`src/rtl/logic_unit_seq_if.sv`:
```
// Handshake bundle for logic_unit_seq.
//   in_valid/in_ready/op/a/b : operation request channel (master -> unit)
//   out_valid/out_ready      : result channel handshake (unit -> master)
//   result/zero/parity       : result payload and flags
interface logic_unit_seq_if #(
  parameter int unsigned WIDTH = 32
);
  logic             in_valid;
  logic             in_ready;
  logic [2:0]       op;
  logic [WIDTH-1:0] a;
  logic [WIDTH-1:0] b;
  logic             out_valid;
  logic             out_ready;
  logic [WIDTH-1:0] result;
  logic             zero;
  logic             parity;

  modport master (
    output in_valid, op, a, b, out_ready,
    input  in_ready, out_valid, result, zero, parity
  );

  modport slave (
    input  in_valid, op, a, b, out_ready,
    output in_ready, out_valid, result, zero, parity
  );
endinterface

```
`src/rtl/logic_unit_seq.sv`:
```
// Sequential bitwise logic unit. Accepts two WIDTH-bit operands and an opcode,
// then computes the result SLICE bits per cycle (LSB slice first) and presents
// it with zero/parity flags.
//   clk    : rising-edge clock
//   rst_n  : asynchronous active-low reset
//   bus    : logic_unit_seq_if.slave (request + result handshakes)
// Opcodes: 000 AND, 001 OR, 010 XOR, 011 NOR, 100 XNOR, 101 NAND,
//          110 ANDN (a & ~b), 111 PASSA.
module logic_unit_seq #(
  parameter int unsigned WIDTH = 32,
  parameter int unsigned SLICE = 8
) (
  input  logic                 clk,
  input  logic                 rst_n,
  logic_unit_seq_if.slave      bus
);

  localparam int unsigned N     = WIDTH / SLICE;
  localparam int unsigned CNT_W = (N > 1) ? $clog2(N) : 1;

  generate
    if (SLICE == 0 || (WIDTH % SLICE) != 0) begin : g_bad_cfg
      $error("logic_unit_seq: WIDTH must be a non-zero multiple of SLICE");
    end
    if ($bits(bus.result) != WIDTH) begin : g_bad_if
      $error("logic_unit_seq: interface WIDTH does not match unit WIDTH");
    end
  endgenerate

  typedef enum logic [1:0] {IDLE, RUN, DONE} state_t;

  state_t             state, state_nxt;
  logic [WIDTH-1:0]   a_q, b_q;
  logic [2:0]         op_q;
  logic [CNT_W-1:0]   cnt;
  logic [WIDTH-1:0]   result_q, result_nxt;
  logic [SLICE-1:0]   a_s, b_s, slice_res;
  logic               accept, step, last;

  // Latched operands are shifted right each RUN cycle, so the current
  // slice always sits in the low SLICE bits.
  assign a_s  = a_q[SLICE-1:0];
  assign b_s  = b_q[SLICE-1:0];
  assign last = (cnt == CNT_W'(N - 1));

  always_comb begin
    slice_res = '0;
    case (op_q)
      3'b000:  slice_res = a_s & b_s;
      3'b001:  slice_res = a_s | b_s;
      3'b010:  slice_res = a_s ^ b_s;
      3'b011:  slice_res = ~(a_s | b_s);
      3'b100:  slice_res = ~(a_s ^ b_s);
      3'b101:  slice_res = ~(a_s & b_s);
      3'b110:  slice_res = a_s & ~b_s;
      default: slice_res = a_s;
    endcase
  end

  always_comb begin
    result_nxt = result_q;
    for (int unsigned i = 0; i < N; i++) begin
      if (cnt == CNT_W'(i)) result_nxt[i*SLICE +: SLICE] = slice_res;
    end
  end

  always_comb begin
    state_nxt     = state;
    bus.in_ready  = 1'b0;
    bus.out_valid = 1'b0;
    accept        = 1'b0;
    step          = 1'b0;
    case (state)
      IDLE: begin
        bus.in_ready = 1'b1;
        if (bus.in_valid) begin
          accept    = 1'b1;
          state_nxt = RUN;
        end
      end
      RUN: begin
        step = 1'b1;
        if (last) state_nxt = DONE;
      end
      DONE: begin
        bus.out_valid = 1'b1;
        bus.in_ready  = bus.out_ready;
        if (bus.out_ready) begin
          if (bus.in_valid) begin
            accept    = 1'b1;
            state_nxt = RUN;
          end else begin
            state_nxt = IDLE;
          end
        end
      end
      default: state_nxt = IDLE;
    endcase
  end

  always_ff @(posedge clk or negedge rst_n) begin
    if (!rst_n) begin
      state    <= IDLE;
      a_q      <= '0;
      b_q      <= '0;
      op_q     <= '0;
      cnt      <= '0;
      result_q <= '0;
    end else begin
      state <= state_nxt;
      if (accept) begin
        a_q      <= bus.a;
        b_q      <= bus.b;
        op_q     <= bus.op;
        cnt      <= '0;
        result_q <= '0;
      end else if (step) begin
        a_q      <= a_q >> SLICE;
        b_q      <= b_q >> SLICE;
        cnt      <= last ? '0 : cnt + 1'b1;
        result_q <= result_nxt;
      end
    end
  end

  assign bus.result = result_q;
  assign bus.zero   = ~|result_q;
  assign bus.parity = ^result_q;

endmodule

```
`src/flat_wrapper.sv`:
```
// flat-port wrapper written by rule: the top's interface ports become plain ports
module logic_unit_seq_flat 
#(
  parameter int unsigned WIDTH = 32,
  parameter int unsigned SLICE = 8
)
  (clk, rst_n, bus_in_valid, bus_op, bus_a, bus_b, bus_out_ready, bus_in_ready, bus_out_valid, bus_result, bus_zero, bus_parity);
  logic_unit_seq_if #(.WIDTH(WIDTH)) bus_i ();
  input  logic clk;
  input  logic rst_n;
  input wire logic [$bits(bus_i.in_valid)-1:0] bus_in_valid;
  input wire logic [$bits(bus_i.op)-1:0] bus_op;
  input wire logic [$bits(bus_i.a)-1:0] bus_a;
  input wire logic [$bits(bus_i.b)-1:0] bus_b;
  input wire logic [$bits(bus_i.out_ready)-1:0] bus_out_ready;
  output wire logic [$bits(bus_i.in_ready)-1:0] bus_in_ready;
  output wire logic [$bits(bus_i.out_valid)-1:0] bus_out_valid;
  output wire logic [$bits(bus_i.result)-1:0] bus_result;
  output wire logic [$bits(bus_i.zero)-1:0] bus_zero;
  output wire logic [$bits(bus_i.parity)-1:0] bus_parity;
  assign bus_i.in_valid = bus_in_valid;
  assign bus_i.op = bus_op;
  assign bus_i.a = bus_a;
  assign bus_i.b = bus_b;
  assign bus_i.out_ready = bus_out_ready;
  assign bus_in_ready = bus_i.in_ready;
  assign bus_out_valid = bus_i.out_valid;
  assign bus_result = bus_i.result;
  assign bus_zero = bus_i.zero;
  assign bus_parity = bus_i.parity;
  logic_unit_seq #(.WIDTH(WIDTH), .SLICE(SLICE)) u_core (.clk(clk), .rst_n(rst_n), .bus(bus_i));
endmodule
```
`config.mk`:
```
export PLATFORM = sky130hd
export DESIGN_NAME = logic_unit_seq_flat
export DESIGN_NICKNAME = d
export VERILOG_FILES = /design/src/rtl/logic_unit_seq_if.sv /design/src/rtl/logic_unit_seq.sv /design/src/flat_wrapper.sv
export SDC_FILE = /design/constraint.sdc
export NUM_CORES = 1
export LEC_CHECK = 0
export ABC_AREA = 0
export CORE_MARGIN = 2
export CORE_UTILIZATION = 53
export DETAILED_ROUTE_END_ITERATION = 7
export PLACE_DENSITY = 0.86
export SYNTH_ARGS = -nofsm -noshare
export SYNTH_HDL_FRONTEND = slang
export SYNTH_SLANG_ARGS = --single-unit
```
`constraint.sdc`:
```
create_clock -name clk -period 2.2 [get_ports clk]
set_input_delay 0.44 -clock clk [delete_from_list [all_inputs] [get_ports clk]]
set_output_delay 0.44 -clock clk [all_outputs]
set_load 0.01 [all_outputs]
```
==> flow_metrics.tcl, run 1 <==
set metrics [dict create \
    syn_inst 623 \
    ys_seq_elements 103 \
    p_leak_uw 0.00347 \
    drtPass1Iterations 5 \
    grt_pass1_wl_mm 23.0 \
    ys_seq_area_share_pct 44.0 \
    placed_area_sq_um 7370 \
    portBuffers 106 \
    viasPerCell 5.54 \
    grt_start_max_net_pins 53 \
    postRouteAntennaNets 0 \
    num_vias 5010 \
    synth_top_area_cell "dfrtp_1" \
    ctsHoldBuffers 0 \
    syn_avg_cell_area_sq_um 9.41 \
    hold_violations 0 \
    clockBufferDepth 2 \
    critical_path_arrival_ps 1970 \
    drc 0 \
    finish.instance_area_sq_um 7580 \
    min_period_over_period_pct 109 \
    layout-area-overhead-vs-synth_pct 29.4 \
    ys_async_sr_fraction_pct 100 \
    path_clk_slew_ps 100 \
    synth_edf_count 0 \
    grt_pass1_vias 4925 \
    ir_drop_v 0.00171 \
    hold-worst-slack_ps 63.8 \
    fin_skew_ps 8.97 \
    initial_utilization_pct 54.3 \
    die_y_microns 109 \
    dp_slack_ps -221 \
    report.final.slew_viol_count 0 \
    clk_latency_ps 380 \
    required_ps 1760 \
    nets 874 \
    hold_path_class "primary input to async pin" \
    cts_sinks 103 \
    status "finished, violations left" \
    cp-start-kind "register" \
    yosys_warnings 0 \
    cts-root-buf "clkbuf_8" \
    finalSetupViolCount 1 \
    antenna_found_initial 0 \
    max_cap_viol_count 0 \
    dieArea_sq_um 11900 \
    cp-end-kind "output pin" \
    drt-initial-drc-count 240 \
    synth_cell_types 50 \
    violations "negative setup slack" \
    num_rows 38 \
    syn_area_sq_um 5860 \
    ioPinCount 107 \
    tightest_slew_ps 629 \
    worst_slack_ps -205 \
    gp_congestion 0.882 \
    cts_tree "yes" \
    powerDensity_nw_per_um2 1570 \
    finalPower_uw 11900 \
    dominantRegCellSynth "dfrtp_1" \
    synth.area.top_cells "dfrtp_1, ha_1, nand2_1" \
    finalCriticalPeriod_ps 2410 \
    netlist.area_leader.share_pct 44.0 \
    synth_nets 738 \
    fillCellCount 753 \
    routed_wl_mm 14.1 \
    drive_gt1_share_pct 11.8 \
    coreArea_sq_um 10800 \
    rsz0062_at_grt "yes" \
    grt_usage_pct 24.9 \
    relSlewSlack_pct 58.0 \
    die_w_microns 109 \
    cts_max_level 3 \
    grt.overflow.total 0 \
    hpwl_mm 10.8 \
    cp_max_fo 2 \
    wire_per_inst_microns 15.6 \
    fmaxAchievable_mhz 416 \
    crit_type "register to output pin" \
    setup_tns_ps -205 \
    cts_made_buffers 9 \
    diodes 0 \
]
-- cell usage in the layout, fill, tap and decap left out, drive strengths merged, types with 3 or more instances in the layout --
cell type,synthesis,layout
a311oi,4,4
a211oi,5,5
a22oi,17,17
xnor2,17,17
a21oi,12,12
mux2i,39,39
xor2,3,3
nand4,4,4
o31a,3,3
buf,26,56
o21a,4,4
nor2,12,12
o21ai,80,80
clkdlybuf4s50,0,103
inv,56,59
ha,44,44
nand2,139,139
dfrtp,103,103
nand2b,4,4
a32o,6,6
o211ai,6,6
o221ai,4,4
nor2b,5,5
clkbuf,9,10
-- kinds of logic after synthesis --
logic type               Yosys count  share of synthesized area (%)
buffers and inverters             91                           7.50
flip-flops                       103                           44.0
AO/OA/AOI/OAI                    155                           17.3
multiplexers                      40                           6.85
adder cells (fa/ha/maj)           44                           9.40
AND/OR/NAND/NOR                  170                           11.9
XOR/XNOR                          20                           2.99
-- cell usage after synthesis (3+ instances only) --
cell type	n
nand2_1	139
dfrtp_1	103
o21ai_0	71
inv_1	55
ha_1	44
mux2i_1	39
a22oi_1	17
xnor2_1	17
buf_2	12
a21oi_1	11
nor2_1	11
clkbuf_1	9
buf_6	8
o21ai_1	8
a32o_1	6
buf_4	6
o211ai_1	6
a211oi_1	5
nand4_1	4
nor2b_1	4
o21a_1	4
o221ai_1	4
nand2b_1	3
o31a_1	3
xor2_1	3
-- critical path, stage by stage (launching register included) --
cell and delay, ps:
dfrtp_1 360, inv_1 50, ha_1 290, xor2_1 170, xnor2_1 240, xnor2_1 180
xnor2_1 140, buf_2 150
-- worst paths after layout --
check | slack (ps) | endpoint | startpoint | depth (start not counted)
min in group clk | 500 | u_core.a_q[0] | u_core.a_q[8] | 2
max in group asynchronous | 1550 | u_core.a_q[10] | rst_n | 2
setup / recovery | -210 | bus_parity | u_core.bus.result[1] | 7
hold reg to reg | 500 | u_core.a_q[0] | u_core.a_q[8] | 2
hold / removal | 60 | u_core.bus.result[23] | rst_n | 1
setup reg to reg | 190 | u_core.bus.result[26] | u_core.b_q[2] | 7
-- through the flow --
step           utilization [%]  std cells
5_1_grt                   70.3        904
6_report                  70.3        904
2_1_floorplan                -        623
3_5_place_dp              68.3        886
3_3_place_gp              68.3        886
4_1_cts                   70.1        902
-- what timing repair did --
item                       4_1_cts  5_1_grt
pin swaps                        5        6
buffers inserted                 0        2
setup endpoints to repair        2        3
gates resized for setup          5        4
-- flip-flops by register name, indices dropped and copies added (netlist names) --
register           cells
u_core.op_q            3
u_core.bus.result     32
u_core.cnt             2
u_core.a_q            32
u_core.state           2
u_core.b_q            32
-- layout make-up --
class | count | area (sq um) | share of cell area [%]
timing repair buffer | 160 | 1550 | 20.5
sequential | 103 | 2580 | 34.0
clock inverter | 7 | 80.1 | 1.06
clock buffer | 9 | 124 | 1.63
inverter | 56 | 210 | 2.77
multi-input combinational | 429 | 2860 | 37.7
tap | 140 | 175 | 2.31
-- where the power goes --
part	total [uW]	internal, uW	leakage [uW]	switching (uW)
clock	1250	542	0.000102	703
sequential	3370	2710	0.00133	659
combinational	7280	3430	0.00204	3850
-- metal layers --
| metal | GRT usage, % | vias up | share of wire (%) |
|---|---|---|---|
| met1 | 30.3 | 2380 | 42 |
| li1 | - | 2404 | - |
| met2 | 43.6 | 202 | 49 |
| met4 | 7.97 | 0 | 1.8 |
| met3 | 5.68 | 24 | 7.0 |
| met5 | 0 | - | 0 |
Power figures use the tool's default switching activity.
==> run 2, diff against run 1 <==
Settings changed: CORE_UTILIZATION 53 to 50, PLACE_DENSITY 0.86 to 0.82.
==> run 2 against run 1 <==
Effect of this change:
- the run still ends with negative setup slack left
- global-route usage down 2.1 points
- die area up 5.8%
- design area up 1.5%
- combinational power up 0.5%
- via count down 2.5%
- critical path depth unchanged
- flip-flop and latch count unchanged
- final cell count up 0.66%
- wire length down 1.7%
- hold slack better by 29 ps
- first-iteration DRC count up 11%
- utilization down 2.9 points
- critical path type unchanged
- largest cell class unchanged
==> flow_metrics.tcl, run 2 (synthesized netlist as in run 1, its figures left out) <==
set metrics [dict create \
    rrSetupSlack_ps 230 \
    hold-worst-slack_ps 92.6 \
    fin_skew_ps 11.7 \
    portBuffers 106 \
    routed_wl_mm 13.8 \
    num_vias 4885 \
    cp_max_fo 2 \
    cts_sinks 103 \
    grt.overflow.total 0 \
    rsz0062_at_grt "yes" \
    final_cell_mix "nand2_1, clkdlybuf4s50_1, dfrtp_1" \
    worst_slack_ps -150 \
    relSlewSlack_pct 60.3 \
    report.final.slew_viol_count 0 \
    reg2regPathDepth 7 \
    crit_type "register to output pin" \
    powerDensity_nw_per_um2 1600 \
    diodes 0 \
    grt_start_max_net_pins 53 \
    clk_latency_ps 350 \
    drive_gt1_share_pct 12.3 \
    dp_slack_ps -186 \
    cp-end-kind "output pin" \
    cts-root-buf "clkbuf_16" \
    min_period_over_period_pct 107 \
    top_layer "met4" \
    cts_max_level 3 \
    ioPinCount 107 \
    finalSetupViolCount 1 \
    wl_met2_mm 6.70 \
    nets 877 \
    tightest_slew_ps 595 \
    routedLengthMet1_mm 6.01 \
    cts_tree "yes" \
    layout-area-overhead-vs-synth_pct 31.3 \
    final_common_cell "nand2_1" \
    ctsHoldBuffers 0 \
    clockBufferDepth 2 \
    wire_per_inst_microns 15.2 \
    ir_drop_v 0.00200 \
    max_stage_delay_ps 370 \
    gp_congestion 0.895 \
    status "finished, violations left" \
    num_rows 39 \
    fin_cells 910 \
    drc 0 \
    cp-start-kind "register" \
    postRouteAntennaNets 0 \
    dieArea_sq_um 12600 \
    dp_cells 892 \
    grt_pass1_wl_mm 23.5 \
    die_y_microns 112 \
    violations "negative setup slack" \
    cpMostUsedCell "xnor2_1" \
    grt_usage_pct 22.7 \
    fillCellCount 868 \
    initial_utilization_pct 51.3 \
    coreArea_sq_um 11400 \
    critical_path_arrival_ps 1910 \
    path_cells "inv_1, ha_1, xnor2_1, xnor2_1, xnor2_1, xnor2_1, buf_2" \
    viasPerCell 5.37 \
    wl_met3_microns 786 \
    hold_path_class "primary input to async pin" \
    path_clk_slew_ps 70 \
    fmaxAchievable_mhz 425 \
    die_w_microns 112 \
    antenna_found_initial 0 \
    setup_tns_ps -150 \
    hold_violations 0 \
    max_cap_viol_count 0 \
    drtPass1Iterations 6 \
    hpwl_mm 10.3 \
    slowest_stage "dfrtp_1" \
    cts_made_buffers 9 \
    grt_pass1_vias 4994 \
    required_ps 1760 \
    finalCriticalPeriod_ps 2350 \
    p_leak_uw 0.00352 \
    drt-initial-drc-count 266 \
]
run 2: cell count changes in the layout (fill, tap and decap cells not counted), sizes merged:
cell / previous run / this run
clkbuf: 10 / 11
inv: 59 / 58
buf: 56 / 59
run 2: cell type report:
class                      count  area [sq um]  area share, %
clock inverter                 6          67.6          0.878
timing repair buffer         163          1540           20.0
tap                          143           179           2.33
sequential                   103          2580           33.5
inverter                      56           210           2.73
clock buffer                  10           239           3.11
multi-input combinational    429          2880           37.5
run 2: through the flow:
stage | util [%] | instance area (sq um) | total power, uW
final | 67.4 | 7690 | 12300
after global routing | 67.4 | 7690 | 13200
after CTS | 67.4 | 7700 | 12300
after detailed placement | 64.4 | 7360 | 10700
after global placement | 64.4 | 7360 | 10300
after floorplan | - | 5860 | 8120
run 2: where the power goes:
part / leakage (uW) / internal [uW] / total, uW / switching (uW)
Combinational: 0.00205 / 3470 / 7320 / 3850
Clock: 0.000151 / 922 / 1650 / 731
Sequential: 0.00133 / 2710 / 3350 / 638
Total: 0.00352 / 7100 / 12300 / 5220
run 2: final timing paths:
path                                          to            startpoint
max                                   bus_parity  u_core.bus.result[2]
max reg2reg                u_core.bus.result[26]         u_core.b_q[2]
max in group asynchronous         u_core.a_q[10]                 rst_n
min in group clk                   u_core.b_q[6]        u_core.b_q[14]
min reg2reg                        u_core.b_q[6]        u_core.b_q[14]
min                         u_core.bus.result[2]                 rst_n
run 2: layer usage:
layer	vias up	GRT usage, %
met4	0	8.37
met1	2294	29.4
met2	160	38.6
met3	32	3.89
li1	2399	-
met5	-	0
run 2: timing repair:
action / in CTS / in global routing
setup endpoints to repair: 2 / 2
setup buffers: 2 / 0
resized for setup: 8 / 2
pin swaps: 8 / 0
run 2: worst max-delay path, delay by kind of cell, from the launching register on:
| family | cells | cell delay, ps |
|---|---|---|
| xor+xnor | 4 | 690 |
| fa+ha+maj | 1 | 300 |
| flops | 1 | 370 |
| buf+inv | 2 | 210 |
==> run 3, diff against run 2 <==
Settings changed: CTS_CLUSTER_SIZE set to 10.
==> results of run 3 <==
Same layout as run 2: the final DEF is identical, and so are final timing and power.
